[config.mk]
export PLATFORM = sky130hd
export DESIGN_NAME = kamacore_hazard_controller
export DESIGN_NICKNAME = d
export VERILOG_FILES = /design/src/rtl/kamacore_pkg.sv /design/src/rtl/kamacore_forward_unit.sv /design/src/rtl/kamacore_hazard_controller.sv
export SDC_FILE = /design/constraint.sdc
export NUM_CORES = 1
export LEC_CHECK = 0
export BUFFER_PORTS_ARGS = -buffer_cell sky130_fd_sc_hd__clkbuf_2
export CAP_MARGIN = 20
export CORE_UTILIZATION = 51
export DETAILED_ROUTE_END_ITERATION = 12
export PLACE_DENSITY = 0.82
export SLEW_MARGIN = 10
export SYNTH_ARGS = -nofsm -noshare
export SYNTH_HDL_FRONTEND = slang
export SYNTH_SLANG_ARGS = --single-unit
[constraint.sdc]
create_clock -name clk -period 3.1 [get_ports clk]
set_input_delay 0.155 -clock clk [delete_from_list [all_inputs] [get_ports clk]]
set_output_delay 0.155 -clock clk [all_outputs]
set_load 0.01 [all_outputs]
[src/rtl/kamacore_pkg.sv]
// Shared widths and enumerations for the kamacore pipeline control blocks.
package kamacore_pkg;

  localparam int unsigned CPU_WIDTH      = 32;
  localparam int unsigned REG_ADDR_WIDTH = 5;

  typedef enum logic [1:0] {
    RUN      = 2'd0,
    MEM_WAIT = 2'd1,
    ERROR    = 2'd2
  } hazard_state_e;

  typedef enum logic [1:0] {
    FWD_RF  = 2'd0,
    FWD_MEM = 2'd1,
    FWD_WB  = 2'd2
  } fwd_sel_e;

endpackage

[src/rtl/kamacore_forward_unit.sv]
// EX operand bypass select for one source register; MEM beats WB, loads in MEM cannot forward.
module kamacore_forward_unit
  import kamacore_pkg::*;
(
  input  logic [REG_ADDR_WIDTH-1:0] ex_rs_addr,
  input  logic [REG_ADDR_WIDTH-1:0] mem_destination_register,
  input  logic                      mem_control_write_register,
  input  logic                      mem_control_memory_read,
  input  logic [REG_ADDR_WIDTH-1:0] wb_destination_register,
  input  logic                      wb_control_write_register,
  output logic [1:0]                fwd_sel
);

  fwd_sel_e sel;

  always_comb begin
    sel = FWD_RF;
    if (mem_control_write_register && !mem_control_memory_read &&
        (mem_destination_register != '0) && (mem_destination_register == ex_rs_addr))
      sel = FWD_MEM;
    else if (wb_control_write_register && (wb_destination_register != '0) &&
             (wb_destination_register == ex_rs_addr))
      sel = FWD_WB;
  end

  assign fwd_sel = sel;

endmodule

[src/rtl/kamacore_hazard_controller.sv]
// Pipeline sequencer: hold/flush strobes, forwarding selects, data-memory wait FSM with timeout.
module kamacore_hazard_controller
  import kamacore_pkg::*;
#(
  parameter int unsigned MEM_TIMEOUT = 255
) (
  input  logic                      clk,
  input  logic                      rst,
  input  logic [REG_ADDR_WIDTH-1:0] id_rs1_addr,
  input  logic [REG_ADDR_WIDTH-1:0] id_rs2_addr,
  input  logic                      id_uses_rs1,
  input  logic                      id_uses_rs2,
  input  logic [REG_ADDR_WIDTH-1:0] ex_rs1_addr,
  input  logic [REG_ADDR_WIDTH-1:0] ex_rs2_addr,
  input  logic [REG_ADDR_WIDTH-1:0] ex_destination_register,
  input  logic                      ex_control_memory_read,
  input  logic                      ex_control_write_register,
  input  logic                      branch_taken,
  input  logic [REG_ADDR_WIDTH-1:0] mem_destination_register,
  input  logic                      mem_control_memory_read,
  input  logic                      mem_control_memory_write,
  input  logic                      mem_control_write_register,
  input  logic [REG_ADDR_WIDTH-1:0] wb_destination_register,
  input  logic                      wb_control_write_register,
  input  logic                      dmem_ready,
  output logic                      dmem_req,
  output logic                      hold_if,
  output logic                      hold_id,
  output logic                      hold_ex,
  output logic                      hold_mem,
  output logic                      flush_id,
  output logic                      flush_ex,
  output logic                      flush_wb,
  output logic [1:0]                fwd_rs1_sel,
  output logic [1:0]                fwd_rs2_sel,
  output logic                      mem_timeout,
  output logic [31:0]               stall_cycles
);

  hazard_state_e state, state_next;
  logic [15:0]   wait_cnt;
  logic          mem_access, mem_busy, load_use;
  logic          mem_stall, flow_eval;

  assign mem_access = mem_control_memory_read | mem_control_memory_write;
  assign mem_busy   = mem_access & ~dmem_ready;
  assign load_use   = ex_control_memory_read & ex_control_write_register &
                      (ex_destination_register != '0) &
                      ((id_uses_rs1 & (id_rs1_addr == ex_destination_register)) |
                       (id_uses_rs2 & (id_rs2_addr == ex_destination_register)));

  // Branch/load-use are only acted on when MEM is not stalling, including the
  // cycle a pending access completes, so a frozen EX re-evaluates after the wait.
  always_comb begin
    state_next = state;
    mem_stall  = 1'b0;
    flow_eval  = 1'b0;
    case (state)
      RUN: begin
        if (mem_busy) begin
          mem_stall  = 1'b1;
          state_next = MEM_WAIT;
        end else begin
          flow_eval = 1'b1;
        end
      end
      MEM_WAIT: begin
        if (!dmem_ready) begin
          mem_stall = 1'b1;
          if (wait_cnt == MEM_TIMEOUT[15:0]) state_next = ERROR;
        end else begin
          flow_eval  = 1'b1;
          state_next = RUN;
        end
      end
      ERROR:   mem_stall = 1'b1;
      default: state_next = RUN;
    endcase
  end

  always_comb begin
    dmem_req = mem_access && (state != ERROR);
    hold_if  = mem_stall;
    hold_id  = mem_stall;
    hold_ex  = mem_stall;
    hold_mem = mem_stall;
    flush_wb = mem_stall;
    flush_id = 1'b0;
    flush_ex = 1'b0;
    if (flow_eval) begin
      if (branch_taken) begin
        flush_id = 1'b1;
        flush_ex = 1'b1;
      end else if (load_use) begin
        hold_if  = 1'b1;
        hold_id  = 1'b1;
        flush_ex = 1'b1;
      end
    end
    if (rst) begin
      dmem_req = 1'b0;
      hold_if  = 1'b0;
      hold_id  = 1'b0;
      hold_ex  = 1'b0;
      hold_mem = 1'b0;
      flush_wb = 1'b0;
      flush_id = 1'b0;
      flush_ex = 1'b0;
    end
  end

  always_ff @(posedge clk) begin
    if (rst) begin
      state        <= RUN;
      wait_cnt     <= '0;
      mem_timeout  <= 1'b0;
      stall_cycles <= '0;
    end else begin
      state <= state_next;
      if (state == RUN && mem_busy)
        wait_cnt <= 16'd1;
      else if (state == MEM_WAIT && !dmem_ready)
        wait_cnt <= wait_cnt + 16'd1;
      if (state_next == ERROR)
        mem_timeout <= 1'b1;
      if (hold_if && (stall_cycles != '1))
        stall_cycles <= stall_cycles + 32'd1;
    end
  end

  kamacore_forward_unit u_fwd_rs1 (
    .ex_rs_addr                 (ex_rs1_addr),
    .mem_destination_register   (mem_destination_register),
    .mem_control_write_register (mem_control_write_register),
    .mem_control_memory_read    (mem_control_memory_read),
    .wb_destination_register    (wb_destination_register),
    .wb_control_write_register  (wb_control_write_register),
    .fwd_sel                    (fwd_rs1_sel)
  );

  kamacore_forward_unit u_fwd_rs2 (
    .ex_rs_addr                 (ex_rs2_addr),
    .mem_destination_register   (mem_destination_register),
    .mem_control_write_register (mem_control_write_register),
    .mem_control_memory_read    (mem_control_memory_read),
    .wb_destination_register    (wb_destination_register),
    .wb_control_write_register  (wb_control_write_register),
    .fwd_sel                    (fwd_rs2_sel)
  );

endmodule

---- Word-level counts from Yosys, hierarchy flattened ----
Index checks and enable logic that the tools add are counted.
word-level totals
  input port bits ......................... 47
  flip-flop bits (word level) ............. 51
  output and inout bits ................... 45
  word-level logic and storage cells ...... 76
operators by class
  muxes and demuxes ....................... 29
  eq/ne operators ......................... 12
  reductions and logical operators ........ 19
  add/subtract/negate cells ............... 2
  bitwise gates (word level) .............. 9
operators by type and width
  cell                                                               count
  32-bit by 1-bit adder with 32-bit output (second input constant)   1
  32-bit != test (second input constant)                             1
  5-bit == test                                                      6
  1-bit 2-to-1 mux                                                   19
  16-bit by 1-bit adder with 16-bit output (second input constant)   1
  16-bit by 8-bit == test with 1-bit output (second input constant)  1
  5-bit nonzero test                                                 3
  2-bit 2-to-1 mux                                                   7
  1-bit logical AND                                                  11
  1-bit bitwise AND                                                  6
  2-bit one-hot mux with 3 select lines                              1
  2-bit == test (second input constant)                              2
  1-bit one-hot mux with 3 select lines                              1
  2-bit by 1-bit == test with 1-bit output (second input constant)   1
  1-bit zero test                                                    2
  2-bit zero test                                                    1
  2-bit != test (second input constant)                              1
  1-bit OR                                                           2
  1-bit one-hot mux with 2 select lines                              1
  2-bit nonzero test                                                 1
  2-bit OR reduction                                                 1
  1-bit NOT                                                          1

---- Depth between registers and ports, before layout ----
  depth after elaboration ................. 9
  depth in mapped cells ................... 8
  gate-level depth less buffers ........... 7

---- By module ----
Synthesis repeated with hierarchy kept, for this count alone.
second synthesis, totals
  cells, all modules ...................... 359
  area, all modules ....................... 2934.1 µm²
modules (own cells, without submodules)
  module                      cells each  times used  sequential area each (µm²)  area each (µm²)
  kamacore_hazard_controller  317         1           1021.0                      2611.3
  kamacore_forward_unit       21          2           0.0                         161.4

---- Least setup slack after synthesis ----
OpenSTA, ideal clock, no wires.
  path type ............................... register -> register
  from .................................... reg state[0]
  to ...................................... reg stall_cycles[28]
  arrival time ............................ 2132 ps
  stages on the path, launching flop included .. 8
  path slack .............................. 847 ps
  library setup time ...................... 121 ps
  path buffers ............................ 1
  required time ........................... 2979 ps
  clock period less this slack ............ 2253 ps
  path through ............................ dfxtp_1 -> or3_4 -> a211o_1 -> nor3b_2 -> a21oi_2 -> buf_6 -> nor4b_1 -> mux2_2
on the way
  word-level cells in the longest chain between the ends .. 7
  elaborated cells on any way between the ends .. 10
  classes of those cells .................. eq/ne (2); mux (6); reduce/logical (2)
RTL lines
  element                                      RTL line                           text
  start, declared                              kamacore_hazard_controller.sv:40   hazard_state_e state, state_next;
  start signal, assigned                       kamacore_hazard_controller.sv:119  state <= state_next;
  2-bit == test, or another cell as far along  kamacore_hazard_controller.sv:58   case (state)
  1-bit one-hot mux with 3 select lines        kamacore_hazard_controller.sv:58
  1-bit 2-to-1 mux                             kamacore_hazard_controller.sv:94   end else if (load_use) begin
  1-bit 2-to-1 mux                             kamacore_hazard_controller.sv:91   if (branch_taken) begin
  1-bit 2-to-1 mux *                           kamacore_hazard_controller.sv:90   if (flow_eval) begin
  1-bit 2-to-1 mux *                           kamacore_hazard_controller.sv:100  if (rst) begin
  1-bit logical AND *                          kamacore_hazard_controller.sv:126  if (hold_if && (stall_cycles != '1))
  end signal, assigned                         kamacore_hazard_controller.sv:127  stall_cycles <= stall_cycles + 32'd1;
  end, declared                                kamacore_hazard_controller.sv:37   output logic [31:0] stall_cycles
Every way passes the cells marked *; elsewhere a longest branch is shown, timed or not.
A chain may end at the register's enable or synchronous reset.

---- Worst setup path in the final report ----
  from .................................... reg state[0]
  to ...................................... out hold_id
on the way
  word-level cells in the longest chain between the ends .. 6
  elaborated cells on any way between the ends .. 9
  classes of those cells .................. eq/ne (2); mux (6); reduce/logical (1)
RTL lines
  element                                      RTL line                           text
  2-bit == test, or another cell as far along  kamacore_hazard_controller.sv:58
  1-bit one-hot mux with 3 select lines        kamacore_hazard_controller.sv:58
  1-bit 2-to-1 mux                             kamacore_hazard_controller.sv:94
  1-bit 2-to-1 mux                             kamacore_hazard_controller.sv:91
  1-bit 2-to-1 mux *                           kamacore_hazard_controller.sv:90
  1-bit 2-to-1 mux *                           kamacore_hazard_controller.sv:100
  end, declared                                kamacore_hazard_controller.sv:28   output logic hold_id,
Marks and branches as above.

==> qor.json <==
{
  "run_status": "complete, no violations",
  "combinationalPowerShare_pct": 12.3,
  "placeableCoreArea_sq_um": 5540,
  "vias_per_cell": 5.84,
  "drtIter0Drc": 144,
  "layout.cell_area.non_filler_sq_um": 3530,
  "area.growth.synth_to_final_pct": 20.4,
  "dpl_cell_area_sq_um": 3450,
  "placed_cells": 504,
  "total_wirelength_mm": 6.94,
  "ys.warnings.count": 0,
  "fp-row-count": 27,
  "worst_margin_pin_slew_ns": 1.02,
  "ctsHtreeMaxLevel": 2,
  "crit_path_top_delay_cell": "a21oi_4",
  "finalWorstSetupSlack_ns": 0.301,
  "arrival_time_at_the_worst_endpoint_ns": 2.64,
  "wire_length_of_the_first_global_routing_pass_mm": 11.5,
  "crit_path_max_fanout": 48,
  "power_frac_clock_pct": 31.7,
  "synthCells": 353,
  "postSynth.asyncResetShare_pct": 0,
  "path_delay_family": "compound AO/OA/AOI/OAI gates",
  "synth_flop_cell": "dfxtp_1",
  "tritoncts_num_sinks": 51,
  "preCtsSetupSlack_ns": 0.499,
  "antenna_found_initial": 0,
  "finish.net_count": 488,
  "die_h_um": 77.9,
  "rsz0062_at_grt": "no",
  "chipWidth_um": 77.9,
  "worstReg2RegStart": "state[0]",
  "synth-seq-cells": 51,
  "grt_overflow_total": 0,
  "fin_skew_ns": 0.0109,
  "synthTopCellsByArea": "dfxtp_1 35%, xor2_1 7.2%, or4_1 6.1%",
  "post_cts_hold_buffer_count": 0,
  "library_cell_occupying_the_most_area_in_the_post_synthesis_netlist": "dfxtp_1",
  "highest_layer": "met4",
  "timing_max_transition_violations_final": 0,
  "cts_tree": "done",
  "layout-drive-gt1-share_pct": 25.9,
  "met3_routed_wirelength_um": 407,
  "post-cts-setup-buffer-count": 0,
  "maxCapViolations": 0,
  "ir_drop_v": 0.000202,
  "powerDensity_nw_per_um2": 335,
  "post_synth_instance_area_sq_um": 2940,
  "io_pins": 92,
  "report.final.hold_viol_count": 0,
  "cts-resized-gates": 0,
  "floorplan.die_area_sq_um": 6060,
  "io_buffer_count": 91,
  "hold_path.startpoint": "dmem_ready",
  "timing.critical_path.cells": "or3_4 > a21oi_1 > nor2_1 > a21oi_4 > inv_1 > clkbuf_2",
  "p_int_uw": 881,
  "setup_viol": 0,
  "p_switching_uw": 301,
  "max_freq_ghz": 0.357,
  "criticalPathCategory": "flip-flop to primary output",
  "worst_setup_path_start_kind": "flip-flop",
  "multiInputGateArea_sq_um": 1810,
  "detail_route.wl_per_cell_um": 13.6,
  "cts.reportedPaths.clkPinSlew_ns": 0.09,
  "synth.avg_cell_area_sq_um": 8.32,
  "drt_pass1_iterations": 4,
  "worst_ep_required_time_ns": 2.94,
  "final_cycle_utilization_of_the_critical_path_pct": 90.3,
  "critical_path.n_buffers_inverters": 2,
  "slowest_delay_ns": 0.80,
  "cp-end-kind": "primary output",
  "setup_total_negative_slack_ns": 0,
  "hold_class": "input pin to flip-flop",
  "grt_usage_pct": 23.0,
  "yosys.cell_types.count": 41,
  "routed-wl-met2_mm": 3.43,
  "postSynthNetCount": 402,
  "static-leakage-power_nw": 1.40,
  "clk_latency_ns": 0.30,
  "cts_buffers": 5,
  "max-clock-path-buffers": 2,
  "sw_frac_of_total_pct": 25.5,
  "finalCriticalPeriod_ns": 2.80,
  "final-seq-area_sq_um": 1020,
  "antenna_left": 0,
  "design_power_total_mw": 1.18,
  "number_of_flops_mapped_to_enable_cells_by_yosys": 0,
  "layout.filler_cells": 505,
  "worstSetupStartpoint": "state[0]",
  "seq_area_frac_synth_pct": 34.8,
  "cts.root.buffer_cell": "clkbuf_8",
  "yosysTopAreaCellShare_pct": 34.8,
  "place_congestion": 0.787,
  "timing.max_slew.rel_slack_pct": 31.6,
  "power.sequential.fraction_pct": 56.0,
  "effective_utilization_at_floorplan_pct": 53.0,
  "detail_route.wirelength.met1_mm": 3.07,
  "routed-via-count": 2992,
  "grt_max_degree": 49,
  "remaining_drc_errors": 0,
  "dp.final_hpwl_mm": 5.23,
  "via_count_of_the_first_global_routing_pass": 2621,
  "n_antenna_cell": 0,
  "instances_no_fill": 512
}
[routing by layer]
layer	vias to the layer above	global-route usage, %
met3	4	4.71
met5	-	0
met2	109	40.9
li1	1482	-
met4	0	6.04
met1	1397	27.9
[layout by cell type (no fill, tap or decap), types with 2 or more instances in the layout]
master	instances
nand2_1	19
o31ai_1	19
a21oi_1	29
and3_1	12
nor2b_1	6
and4_1	3
inv_1	6
nor4_1	6
nand3_1	26
clkbuf_2	91
clkbuf_8	5
o41ai_1	3
nor2_1	28
nand4_1	13
o21ai_0	7
and2_1	2
o311ai_0	2
xnor2_1	18
xor2_1	24
buf_4	6
mux2i_1	4
or3_1	5
nor4b_1	3
or4_1	24
dfxtp_1	51
ha_1	2
mux2_2	5
nor3_1	7
[flip-flops by register name, indices dropped and copies added (netlist names)]
signal and flops:
wait_cnt 16, mem_timeout 1, stall_cycles 32, state 2
[final cells by class]
type,instances,area share (%)
clock buffer,6,2.05
clock inverter,2,0.354
inverter,6,0.637
multi-input combinational,278,51.3
sequential,51,28.9
tap,72,2.55
timing repair buffer,97,14.2
[worst min-delay path: cells and delay by family]
family                 cells  cell delay (ns)
buffers and inverters      1             0.13
AND/OR/NAND/NOR            3             0.21
[power groups by stage]
stage | registers (mW) | clock network [mW] | logic (mW)
5_1_grt | 0.662 | 0.414 | 0.160
3_3_place_gp | 0.677 | 0 | 0.142
4_1_cts | 0.662 | 0.379 | 0.147
6_report | 0.662 | 0.375 | 0.146
2_1_floorplan | 0.677 | 0 | 0.0812
3_5_place_dp | 0.677 | 0 | 0.147
[final timing paths]
check	slack, ns	depth (start not counted)	endpoint
max	0.30	6	hold_id
min reg2reg	0.47	2	mem_timeout
min	0.23	4	state[0]
max reg2reg	0.47	7	stall_cycles[20]
[cell families (layout without fill, tap and decap cells)]
group | count (synthesis) | after routing | synth area share [%]
DFF | 51 | 51 | 34.8
adders and majority gates | 2 | 2 | 0.852
buffers and inverters | 24 | 111 | 3.92
muxes | 9 | 9 | 3.28
AOI/OAI and AO/OA | 65 | 65 | 13.9
and+or+nand+nor | 160 | 160 | 30.7
xor gates and xnor gates | 42 | 42 | 12.5
[through the flow]
step                      util, %  hold slack [ns]
after floorplan                 -            0.357
after global placement       62.2            0.450
after detailed placement     62.2            0.456
after CTS                    63.8            0.224
after global routing         63.8            0.248
final                        63.8            0.232
[synthesized netlist by cell type (all sizes together), types with 7 or more instances]
cell,n
xnor2,18
o31ai,19
nand4,13
nor2,28
clkbuf,9
and3,12
dfxtp,51
a21oi,30
xor2,24
nor3,7
nand3,26
nand2,19
buf,9
or4,24
o21ai,7
Note: power is estimated with default switching activity, not from simulation.
